## src/rtl/mod_exp_engine.sv

```systemverilog
// Modular exponentiation engine: left-to-right square-and-multiply over
// all 16 exponent bits, each multiply done as 16-cycle interleaved shift-add.
module mod_exp_engine (
    input  logic        clk,
    input  logic        rst,
    input  logic        start,
    input  logic [15:0] base,
    input  logic [15:0] exp,
    input  logic [15:0] mod,
    output logic [15:0] result,
    output logic        done,
    output logic        busy,
    output logic        err,
    output logic [19:0] cycles
);

    typedef enum logic [2:0] {IDLE, RED, SQR, MUL, FIN} state_t;

    state_t      state, state_nx;
    logic [15:0] b_q, e_q, n_q, x_q, r_q, acc_q;
    logic [15:0] op_a, op_b, acc_nx;
    logic [16:0] n_w, dbl, dbl_r, sum, sum_r;
    logic [3:0]  k_q, i_q;
    logic [19:0] cnt_q;
    logic        op_last;

    assign busy    = (state == RED) || (state == SQR) || (state == MUL);
    assign done    = (state == FIN);
    assign op_last = (k_q == 4'd0);

    // RED multiplies by 1 so a base >= n is folded into range first
    always_comb begin
        op_a = 16'd1;
        op_b = b_q;
        unique case (state)
            SQR: begin
                op_a = r_q;
                op_b = r_q;
            end
            MUL: begin
                op_a = r_q;
                op_b = x_q;
            end
            default: ;
        endcase
    end

    always_comb begin
        n_w    = {1'b0, n_q};
        dbl    = {acc_q, 1'b0};
        dbl_r  = (dbl >= n_w) ? dbl - n_w : dbl;
        sum    = op_b[k_q] ? dbl_r + {1'b0, op_a} : dbl_r;
        sum_r  = (sum >= n_w) ? sum - n_w : sum;
        acc_nx = sum_r[15:0];
    end

    always_comb begin
        state_nx = state;
        unique case (state)
            IDLE: if (start) state_nx = (mod < 16'd2) ? FIN : RED;
            RED:  if (op_last) state_nx = SQR;
            SQR: begin
                if (op_last) begin
                    if (e_q[i_q])            state_nx = MUL;
                    else if (i_q == 4'd0)    state_nx = FIN;
                end
            end
            MUL: if (op_last) state_nx = (i_q == 4'd0) ? FIN : SQR;
            FIN:  state_nx = IDLE;
            default: state_nx = IDLE;
        endcase
    end

    always_ff @(posedge clk or posedge rst) begin
        if (rst) state <= IDLE;
        else     state <= state_nx;
    end

    always_ff @(posedge clk or posedge rst) begin
        if (rst) begin
            b_q    <= '0;
            e_q    <= '0;
            n_q    <= '0;
            x_q    <= '0;
            r_q    <= '0;
            acc_q  <= '0;
            k_q    <= '0;
            i_q    <= '0;
            cnt_q  <= '0;
            result <= '0;
            err    <= 1'b0;
            cycles <= '0;
        end else begin
            if (state == IDLE && start) begin
                b_q   <= base;
                e_q   <= exp;
                n_q   <= mod;
                acc_q <= '0;
                k_q   <= 4'd15;
                cnt_q <= '0;
                if (mod < 16'd2) begin
                    result <= '0;
                    err    <= 1'b1;
                    cycles <= '0;
                end else begin
                    err <= 1'b0;
                end
            end
            if (busy) begin
                cnt_q <= cnt_q + 20'd1;
                k_q   <= k_q - 4'd1;
                acc_q <= op_last ? 16'd0 : acc_nx;
                if (op_last) begin
                    unique case (state)
                        RED: begin
                            x_q <= acc_nx;
                            r_q <= 16'd1;
                            i_q <= 4'd15;
                        end
                        SQR: begin
                            r_q <= acc_nx;
                            if (!e_q[i_q] && i_q != 4'd0) i_q <= i_q - 4'd1;
                        end
                        MUL: begin
                            r_q <= acc_nx;
                            if (i_q != 4'd0) i_q <= i_q - 4'd1;
                        end
                        default: ;
                    endcase
                end
                if (state_nx == FIN) begin
                    result <= acc_nx;
                    cycles <= cnt_q + 20'd1;
                end
            end
        end
    end

endmodule

```

## config.mk

```make
export PLATFORM = sky130hd
export DESIGN_NAME = mod_exp_engine
export DESIGN_NICKNAME = d
export VERILOG_FILES = /design/src/rtl/mod_exp_engine.sv
export SDC_FILE = /design/constraint.sdc
export NUM_CORES = 1
export LEC_CHECK = 0
export BUFFER_PORTS_ARGS = -buffer_cell sky130_fd_sc_hd__buf_2
export CORE_UTILIZATION = 46
export CTS_BUF_LIST = sky130_fd_sc_hd__clkbuf_8 sky130_fd_sc_hd__clkbuf_16
export DETAILED_ROUTE_END_ITERATION = 10
export PLACE_DENSITY_LB_ADDON = 0.2
export SLEW_MARGIN = 20
export SYNTH_ARGS = -nofsm -noshare
export SYNTH_HDL_FRONTEND = slang
export SYNTH_SLANG_ARGS = --single-unit
```

## constraint.sdc

```tcl
create_clock -name clk -period 7.5 [get_ports clk]
set_input_delay 0.375 -clock clk [delete_from_list [all_inputs] [get_ports clk]]
set_output_delay 0.375 -clock clk [all_outputs]
set_load 0.01 [all_outputs]
```

==> results of run 1 <==
[cell families after synthesis]
logic type	after synthesis
simple gates	327
xor+xnor	51
mux	107
flops	164
fa+ha+maj	55
buf+inv	100
compound gates	280
[cell type report]
type / instances / area (sq um)
Inverter: 43 / 166
Multi-Input combinational cell: 820 / 5760
Sequential cell: 164 / 4100
Timing Repair Buffer: 111 / 633
Clock inverter: 14 / 161
Clock buffer: 18 / 439
Tap cell: 280 / 350
Fill cell: 2067 / 10200
[what timing repair did]
| action | 4_1_cts | 5_1_grt |
|---|---|---|
| hold endpoints to repair | 0 | 30 |
| setup endpoints to repair | 0 | 60 |
| hold buffers | 0 | 1 |
| gates resized for setup | 0 | 4 |
| setup buffers | 0 | 0 |
[through the flow]
step | util (%) | area (sq um) | setup WS (ns) | hold slack [ns] | instances
after global placement | 50.2 | 11000 | 0.359 | 0.459 | 1416
final | 53.2 | 11600 | 0.471 | 0.162 | 1450
after detailed placement | 50.2 | 11000 | 0.196 | 0.470 | 1416
after floorplan | - | 10200 | 1.00 | 0.444 | 1084
after global routing | 53.2 | 11600 | 0.0131 | 0.155 | 1450
after CTS | 52.9 | 11600 | 0.141 | 0.143 | 1448
[worst max path at each step]
stage,from,end,cells past startpoint
6_report,acc_q[14]$_DFFE_PP0P_,x_q[11]$_DFFE_PP0P_,25
2_1_floorplan,acc_q[12]$_DFFE_PP0P_,x_q[6]$_DFFE_PP0P_,29
3_3_place_gp,n_q[1]$_DFFE_PP0P_,result[14]$_DFF_PP0_,27
3_5_place_dp,n_q[1]$_DFFE_PP0P_,x_q[14]$_DFFE_PP0P_,27
4_1_cts,n_q[1]$_DFFE_PP0P_,x_q[11]$_DFFE_PP0P_,27
5_1_grt,n_q[1]$_DFFE_PP0P_,x_q[14]$_DFFE_PP0P_,27
[placed cells by master, fill, tap and decap left out, drive strengths merged, types with 3 or more instances in the layout]
master    n
nor2b     8
buf     110
nor2     60
nand3    53
o211ai    9
a21oi    36
nand4     6
xor2     13
nor3     18
and3     22
a211oi    9
o21a     11
fa        3
a21o     16
clkinv    8
nand2   105
ha       52
o31ai     6
dfrtp   164
xnor2    38
clkbuf   18
a22o      9
a31oi    12
nand2b    7
inv      48
mux4     10
o21ai   141
or2       3
mux2i    21
mux2     76
or3       4
or4       3
and2     22
o21bai    5
nor4      8
[metal layers]
| layer | vias to the layer above | wire (um) |
|---|---|---|
| met2 | 224 | 11700 |
| met3 | 35 | 1280 |
| met5 | - | 0 |
| li1 | 4045 | - |
| met1 | 3975 | 12700 |
| met4 | 0 | 641 |
[critical path, stage by stage, from the launching register on]
cell and delay (ns):
dfrtp_1 0.44, ha_1 0.39, buf_4 0.18, nor3b_1 0.29, o21ai_0 0.19, o211ai_1 0.47, mux2i_1 0.41, inv_1 0.09
ha_1 0.30, a211oi_1 0.35, o21ai_0 0.19, a31oi_1 0.36, o21bai_1 0.10, a21oi_1 0.18, xnor2_1 0.08, mux2_2 0.28
ha_1 0.38, and3_1 0.24, nand2_1 0.09, nor2_1 0.16, a211oi_1 0.13, o41ai_2 0.41, nand2_1 0.17, nand4_4 0.34
mux2_2 0.42, mux2_2 0.27
[state kept, by name, summed over array words and instances, names as in the netlist]
name    flops
b_q        16
cnt_q      20
state       3
i_q         4
result     16
k_q         4
n_q        16
acc_q      16
x_q        16
cycles     20
e_q        16
r_q        16
err         1
==> results.py, run 1 <==
metrics = {
    "run_status": {
        "status": "complete, no violations",
    },
    "synth": {
        "synthMuxAreaShare_pct": 12.6,
        "synth.largest_area_cell": "dfrtp_1",
        "ys_warn_count": 0,
        "synth_ff_type": "dfrtp_1",
        "ys_seq_elements": 164,
        "yosysMostFrequentCell": "dfrtp_1",
        "synth_top_family_by_area": "compound AO/OA/AOI/OAI gates",
        "synth-xor-area-share_pct": 4.36,
        "synth_top_area_share_pct": 40.1,
        "synth.avg_cell_area_sq_um": 9.45,
        "synth_edf_count": 0,
        "syn-cell-area_sq_mm": 0.0102,
        "synth_simple_gate_area_share_pct": 15.5,
        "synth_compound_area_share_pct": 16.5,
        "async_reset_ff_share_pct": 100,
        "synth_nets": 1190,
        "synth_common_cells": "164 x dfrtp_1, 140 x o21ai_0, 105 x nand2_1",
        "synth_fa_ha_area_share_pct": 6.94,
        "yosys-top-cells-area": "dfrtp_1 40%, mux2_2 8.4%, o21ai_0 6.8%",
        "seq_area_frac_synth_pct": 40.1,
        "synth_cell_type_count": 68,
        "synthCells": 1084,
    },
    "grt": {
        "grt_antenna_before_repair": 0,
        "grt_use_met3_pct": 4.31,
        "grt_first_pass_wirelength_mm": 42.5,
        "grt_overflow": 0,
        "grt_max_degree": 105,
        "grt_pass1_vias": 7842,
        "grt_usage_pct": 24.5,
        "top_usage_layer": "met2",
        "use_met2_pct": 36.3,
        "met1_usage_pct": 35.9,
    },
    "detailed_routing": {
        "vias_per_cell": 5.71,
        "wirelength_mm": 26.3,
        "route.detailed.drc": 0,
        "vias": 8279,
        "drt_iter0_drc": 545,
        "dr.pass1.iters": 5,
        "wl_per_cell_um": 18.2,
        "ant_nets": 0,
    },
    "finish": {
        "antenna_cells": 0,
        "layout-drive-gt1-share_pct": 21.0,
        "syn_to_final_growth_pct": 13.4,
        "fin_nets": 1263,
    },
    "die": {
        "rows": 54,
        "core-area_sq_mm": 0.0218,
        "ioPinCount": 90,
        "die_w_um": 151,
        "dieArea_sq_mm": 0.0229,
        "die_h_um": 151,
        "start_util_pct": 46.9,
    },
    "place": {
        "port_buffers": 89,
        "gp_congestion": 0.913,
        "dpl.hpwl_mm": 19.3,
    },
    "timing": {
        "report.final.slew_viol_count": 0,
        "worst_slew_pin_slew_ns": 0.985,
        "grt_setup_unrepaired": "false",
        "period_share_pct": 93.7,
        "slew_headroom_pct": 34.3,
        "setup_tns_ns": 0,
        "skew_ns": 0.0165,
        "final_hold_viol_count": 0,
        "fin_crit_ns": 7.03,
        "setup_violations": 0,
        "max_clock_freq_mhz": 142,
    },
    "clock_network": {
        "clk_latency_ns": 0.44,
        "cts_buffer_depth": 2,
        "cts_tree": "yes",
        "numCtsBuffers": 17,
        "root_buffer": "clkbuf_16",
        "cts_sinks": 164,
        "cts_max_level": 4,
        "clk_pin_slew_ns": 0.07,
    },
    "hold_path": {
        "holdPathEnd": "n_q[8]$_DFFE_PP0P_",
        "hp-class": "primary input to register",
        "hold_start": "mod[8]",
        "min_path_cells": 3,
    },
    "setup_path": {
        "r2r_end": "x_q[11]$_DFFE_PP0P_",
        "rr_startpoint": "acc_q[14]$_DFFE_PP0P_",
        "critPathKind": "register to register",
        "r2r_slack_ns": 0.47,
        "worst_r2r_path_depth": 25,
        "start_kind": "register",
        "cp-end-kind": "register",
        "path_max_fanout": 15,
        "crit_arrival_ns": 7.34,
        "required_ns": 7.81,
    },
    "flow_run": {
        "cap_violations": 0,
    },
}
Power of run 1 is not shown: default switching activity piles up to over one toggle a cycle in this logic, so the estimate is an artifact.
==> run 2, diff against run 1 <==
Settings changed: CORE_ASPECT_RATIO set to 0.8, CORE_MARGIN set to 5, PLACE_DENSITY set to 0.69, PLACE_DENSITY_LB_ADDON 0.2 to unset.
==> run 2 against run 1 <==
- count of clock-buffer cells in the layout did not move
- via count rose by 1.4%
- critical path depth rose by 2
- core utilization fell by 0.18 points
- routed wire length rose by 3.3%
- highest routed layer unchanged
==> results.py, run 2 (same netlist as run 1, synthesis figures left out) <==
metrics = {
    "run_status": {
        "status": "complete, no violations",
    },
    "setup_path": {
        "critPathSlowestCell": "ha_1",
        "cp-end-kind": "register",
        "cp_top_family": "compound AO/OA/AOI/OAI gates",
        "slowest_delay_ns": 0.53,
        "path_max_fanout": 15,
        "required_ns": 7.87,
        "critPathKind": "register to register",
        "crit_top_cell": "ha_1",
        "crit_buf_inv": 3,
        "crit_arrival_ns": 7.51,
        "start_kind": "register",
    },
    "clock_network": {
        "root_buffer": "clkbuf_16",
        "clk_latency_ns": 0.44,
        "cts_tree": "yes",
        "cts_sinks": 164,
        "cts_buffer_depth": 2,
        "cts-hold-fix-buffers": 0,
        "cts_max_level": 4,
        "clk_pin_slew_ns": 0.07,
        "numCtsBuffers": 17,
    },
    "timing": {
        "setup_violations": 0,
        "period_share_pct": 95.3,
        "slew_headroom_pct": 35.8,
        "report.final.slew_viol_count": 0,
        "worst_slew_pin_slew_ns": 0.963,
        "skew_ns": 0.0122,
        "max_clock_freq_mhz": 140,
        "hold_slack_ns": 0.0863,
        "final_hold_viol_count": 0,
        "fin_crit_ns": 7.14,
    },
    "finish": {
        "layout-drive-gt1-share_pct": 20.3,
        "layout_commonest_cell": "dfrtp_1",
        "antenna_cells": 0,
        "fin_util_pct": 53.0,
        "layout_common_cells": "164 x dfrtp_1, 140 x o21ai_0, 105 x nand2_1, 89 x buf_2, 76 x mux2_2",
        "reg_top3": "cnt_q x20, cycles x20",
        "syn_to_final_growth_pct": 12.6,
        "fin_nets": 1254,
    },
    "die": {
        "start_util_pct": 47.1,
        "rows": 48,
        "dieArea_sq_mm": 0.0254,
        "die_h_um": 143,
        "core-area_sq_mm": 0.0217,
        "ioPinCount": 90,
        "die_w_um": 177,
    },
    "place": {
        "port_buffers": 89,
        "dpl.hpwl_mm": 20.0,
        "gp_congestion": 0.924,
    },
    "grt": {
        "grt_overflow": 0,
        "grt_antenna_before_repair": 2,
        "grt_pass1_vias": 7836,
        "grt_max_degree": 88,
        "grt_usage_pct": 21.5,
        "grt_first_pass_wirelength_mm": 43.3,
    },
    "detailed_routing": {
        "wl_per_cell_um": 18.6,
        "drt_iter0_drc": 796,
        "dr.pass1.iters": 6,
        "ant_nets": 0,
        "wirelength_mm": 27.2,
        "route.detailed.drc": 0,
        "vias_per_cell": 5.75,
        "vias": 8397,
    },
    "flow_run": {
        "cap_violations": 0,
    },
    "hold_path": {
        "hp-class": "primary input to async pin",
    },
}
run 2: cell types whose count changed in the layout (fill, tap and decap cells not counted), sizes merged:
cell,before,now
buf,110,102
clkinv,8,3
clkinvlp,1,3
inv,48,50
bufinv,0,1
dlygate4sd3,1,0
run 2: worst paths after layout:
check	startpoint	to	slack, ns	cells past startpoint
hold reg to reg	x_q[5]$_DFFE_PP0P_	x_q[5]$_DFFE_PP0P_	0.48	2
setup / recovery	acc_q[14]$_DFFE_PP0P_	result[0]$_DFF_PP0_	0.36	27
setup reg to reg	acc_q[14]$_DFFE_PP0P_	result[0]$_DFF_PP0_	0.36	27
min in group clk	mod[0]	n_q[0]$_DFFE_PP0P_	0.16	3
max in group asynchronous	rst	result[9]$_DFF_PP0_	6.21	3
hold / removal	rst	k_q[0]$_DFFE_PP0P_	0.09	2
run 2: final cells by class:
type	instances	area, sq um
multi-input combinational	820	5740
inverter	43	166
tap	300	375
fill	2029	10200
timing repair buffer	102	547
sequential	164	4100
clock inverter	14	163
clock buffer	18	439
run 2: metrics by stage:
step / std cells / setup TNS [ns] / worst slack, ns / instance area (sq um)
finish: 1461 / 0 / 0.356 / 11500
global route: 1461 / -0.00863 / -0.00440 / 11500
CTS: 1460 / 0 / 0.406 / 11500
detailed placement: 1428 / 0 / 0.443 / 10900
global placement: 1428 / 0 / 0.526 / 10900
floorplan: 1084 / 0 / 1.00 / 10200
run 2: what timing repair did:
| item | CTS | global route |
|---|---|---|
| resized for setup | 0 | 1 |
| setup endpoints to repair | 0 | 52 |
| setup buffers | 0 | 1 |
run 2: per-layer routing:
layer / up-vias / track usage, % / part of all wire, %
met1: 4086 / 32.7 / 49
met4: 0 / 5.90 / 1.5
li1: 4035 / - / -
met5: - / 0 / 0
met2: 240 / 31.6 / 43
met3: 36 / 3.81 / 6.2
Power of run 2 is left out for the same reason.
==> run 3, diff against run 2 <==
Settings changed: SETUP_SLACK_MARGIN set to 0.5.
==> run 3 against run 2 <==
- count of clock-buffer cells in the layout did not move
- worst hold slack got worse by 0.0031 ns
- core utilization rose by 0.48 points
- die area did not move
- global-route usage barely moved
- sequential cell count did not move
- cell count rose by 0.27%
- first-iteration DRC count fell by 2.3%
- routed wire length rose by 0.44%
- cell area rose by 0.90%
- register-to-register slack improved by 0.51 ns
- largest cell class unchanged
- highest routed layer is now met5
==> results.py, run 3 (same netlist as run 1, synthesis figures left out) <==
metrics = {
    "grt": {
        "grt_pass1_vias": 7860,
        "grt_max_degree": 88,
        "grt_first_pass_wirelength_mm": 43.3,
        "grt_overflow": 0,
        "grt_usage_pct": 21.5,
        "grt_antenna_before_repair": 2,
    },
    "finish": {
        "antenna_cells": 0,
        "fin_nets": 1258,
        "layout-drive-gt1-share_pct": 21.3,
        "reg_top3": "cnt_q x20, cycles x20",
        "syn_to_final_growth_pct": 13.6,
        "layout_common_cells": "164 x dfrtp_1, 139 x o21ai_0, 105 x nand2_1, 89 x buf_2, 76 x mux2_2",
        "layout_commonest_cell": "dfrtp_1",
    },
    "clock_network": {
        "cts_tree": "yes",
        "root_buffer": "clkbuf_16",
        "cts_sinks": 164,
        "cts-hold-fix-buffers": 0,
        "numCtsBuffers": 17,
        "cts_max_level": 4,
        "cts_buffer_depth": 2,
        "clk_pin_slew_ns": 0.07,
        "clk_latency_ns": 0.43,
    },
    "place": {
        "gp_congestion": 0.924,
        "dpl.hpwl_mm": 20.0,
        "place_ws_ns": 0.443,
        "port_buffers": 89,
    },
    "detailed_routing": {
        "wl_per_cell_um": 18.6,
        "vias_per_cell": 5.75,
        "route.detailed.drc": 0,
        "ant_nets": 0,
        "wirelength_mm": 27.3,
        "drt_iter0_drc": 778,
        "vias": 8427,
        "dr.pass1.iters": 5,
    },
    "flow_run": {
        "cap_violations": 0,
    },
    "setup_path": {
        "crit_arrival_ns": 6.95,
        "path_max_fanout": 12,
        "cp-end-kind": "register",
        "critPathKind": "register to register",
        "required_ns": 7.81,
        "critPathSlowestCell": "dfrtp_1",
        "worst_r2r_path_depth": 29,
        "slowest_delay_ns": 0.38,
        "start_kind": "register",
    },
    "die": {
        "rows": 48,
        "start_util_pct": 47.1,
        "ioPinCount": 90,
        "die_w_um": 177,
        "core-area_sq_mm": 0.0217,
        "die_h_um": 143,
        "dieArea_sq_mm": 0.0254,
    },
    "timing": {
        "setup_tns_ns": 0,
        "period_share_pct": 88.5,
        "fin_crit_ns": 6.63,
        "hold_slack_ns": 0.0832,
        "worst_slew_pin_slew_ns": 0.957,
        "report.final.slew_viol_count": 0,
        "worst_slack_ns": 0.866,
        "slew_headroom_pct": 36.2,
        "grt_setup_unrepaired": "false",
        "setup_violations": 0,
        "skew_ns": 0.0117,
        "max_clock_freq_mhz": 151,
        "final_hold_viol_count": 0,
    },
    "hold_path": {
        "hp-class": "primary input to async pin",
    },
    "run_status": {
        "status": "complete, no violations",
    },
}
run 3: final cells by class:
class	instances	area [sq um]
fill	2005	10100
multi-input combinational	820	5800
sequential	164	4100
timing repair buffer	106	593
clock buffer	18	439
tap	300	375
inverter	43	166
clock inverter	14	163
run 3: timing repair:
item,4_1_cts,5_1_grt
resized for setup,0,13
setup buffers,1,4
endpoints found under the setup margin,42,60
pin swaps,1,3
run 3: worst max-delay path: cells and delay by family, from the launching register on:
kind / cells / cell delay [ns]
AOI/OAI and AO/OA: 8 / 1.55
and+or+nand+nor: 8 / 1.32
muxes: 4 / 1.31
adders and majority gates: 4 / 1.20
buffers and inverters: 4 / 0.65
DFF: 1 / 0.38
xor gates and xnor gates: 1 / 0.08
run 3: path summary, 6_finish.rpt:
path                               startpoint             endpoint  slack, ns
max                        n_q[1]$_DFFE_PP0P_   x_q[6]$_DFFE_PP0P_       0.87
min                                       rst  b_q[14]$_DFFE_PP0P_       0.08
max reg2reg                n_q[1]$_DFFE_PP0P_   x_q[6]$_DFFE_PP0P_       0.87
min reg2reg                x_q[3]$_DFFE_PP0P_   x_q[3]$_DFFE_PP0P_       0.48
max in group asynchronous                 rst   n_q[8]$_DFFE_PP0P_       6.21
min in group clk                       mod[0]   n_q[0]$_DFFE_PP0P_       0.16
run 3: metal layers:
metal / vias up / global-route usage [%] / routed length (um)
li1: 4046 / - / -
met1: 4103 / 32.5 / 13400
met2: 241 / 31.5 / 11900
met3: 35 / 4.16 / 1620
met4: 2 / 6.19 / 448
met5: - / 0 / 15
run 3: stage by stage:
| step | util [%] | std cells | instance area, sq um |
|---|---|---|---|
| after floorplan | - | 1084 | 10200 |
| after global placement | 50.2 | 1428 | 10900 |
| after detailed placement | 50.2 | 1428 | 10900 |
| after CTS | 53.0 | 1461 | 11500 |
| after global routing | 53.5 | 1465 | 11600 |
| final | 53.5 | 1465 | 11600 |
Power of run 3 is left out for the same reason.
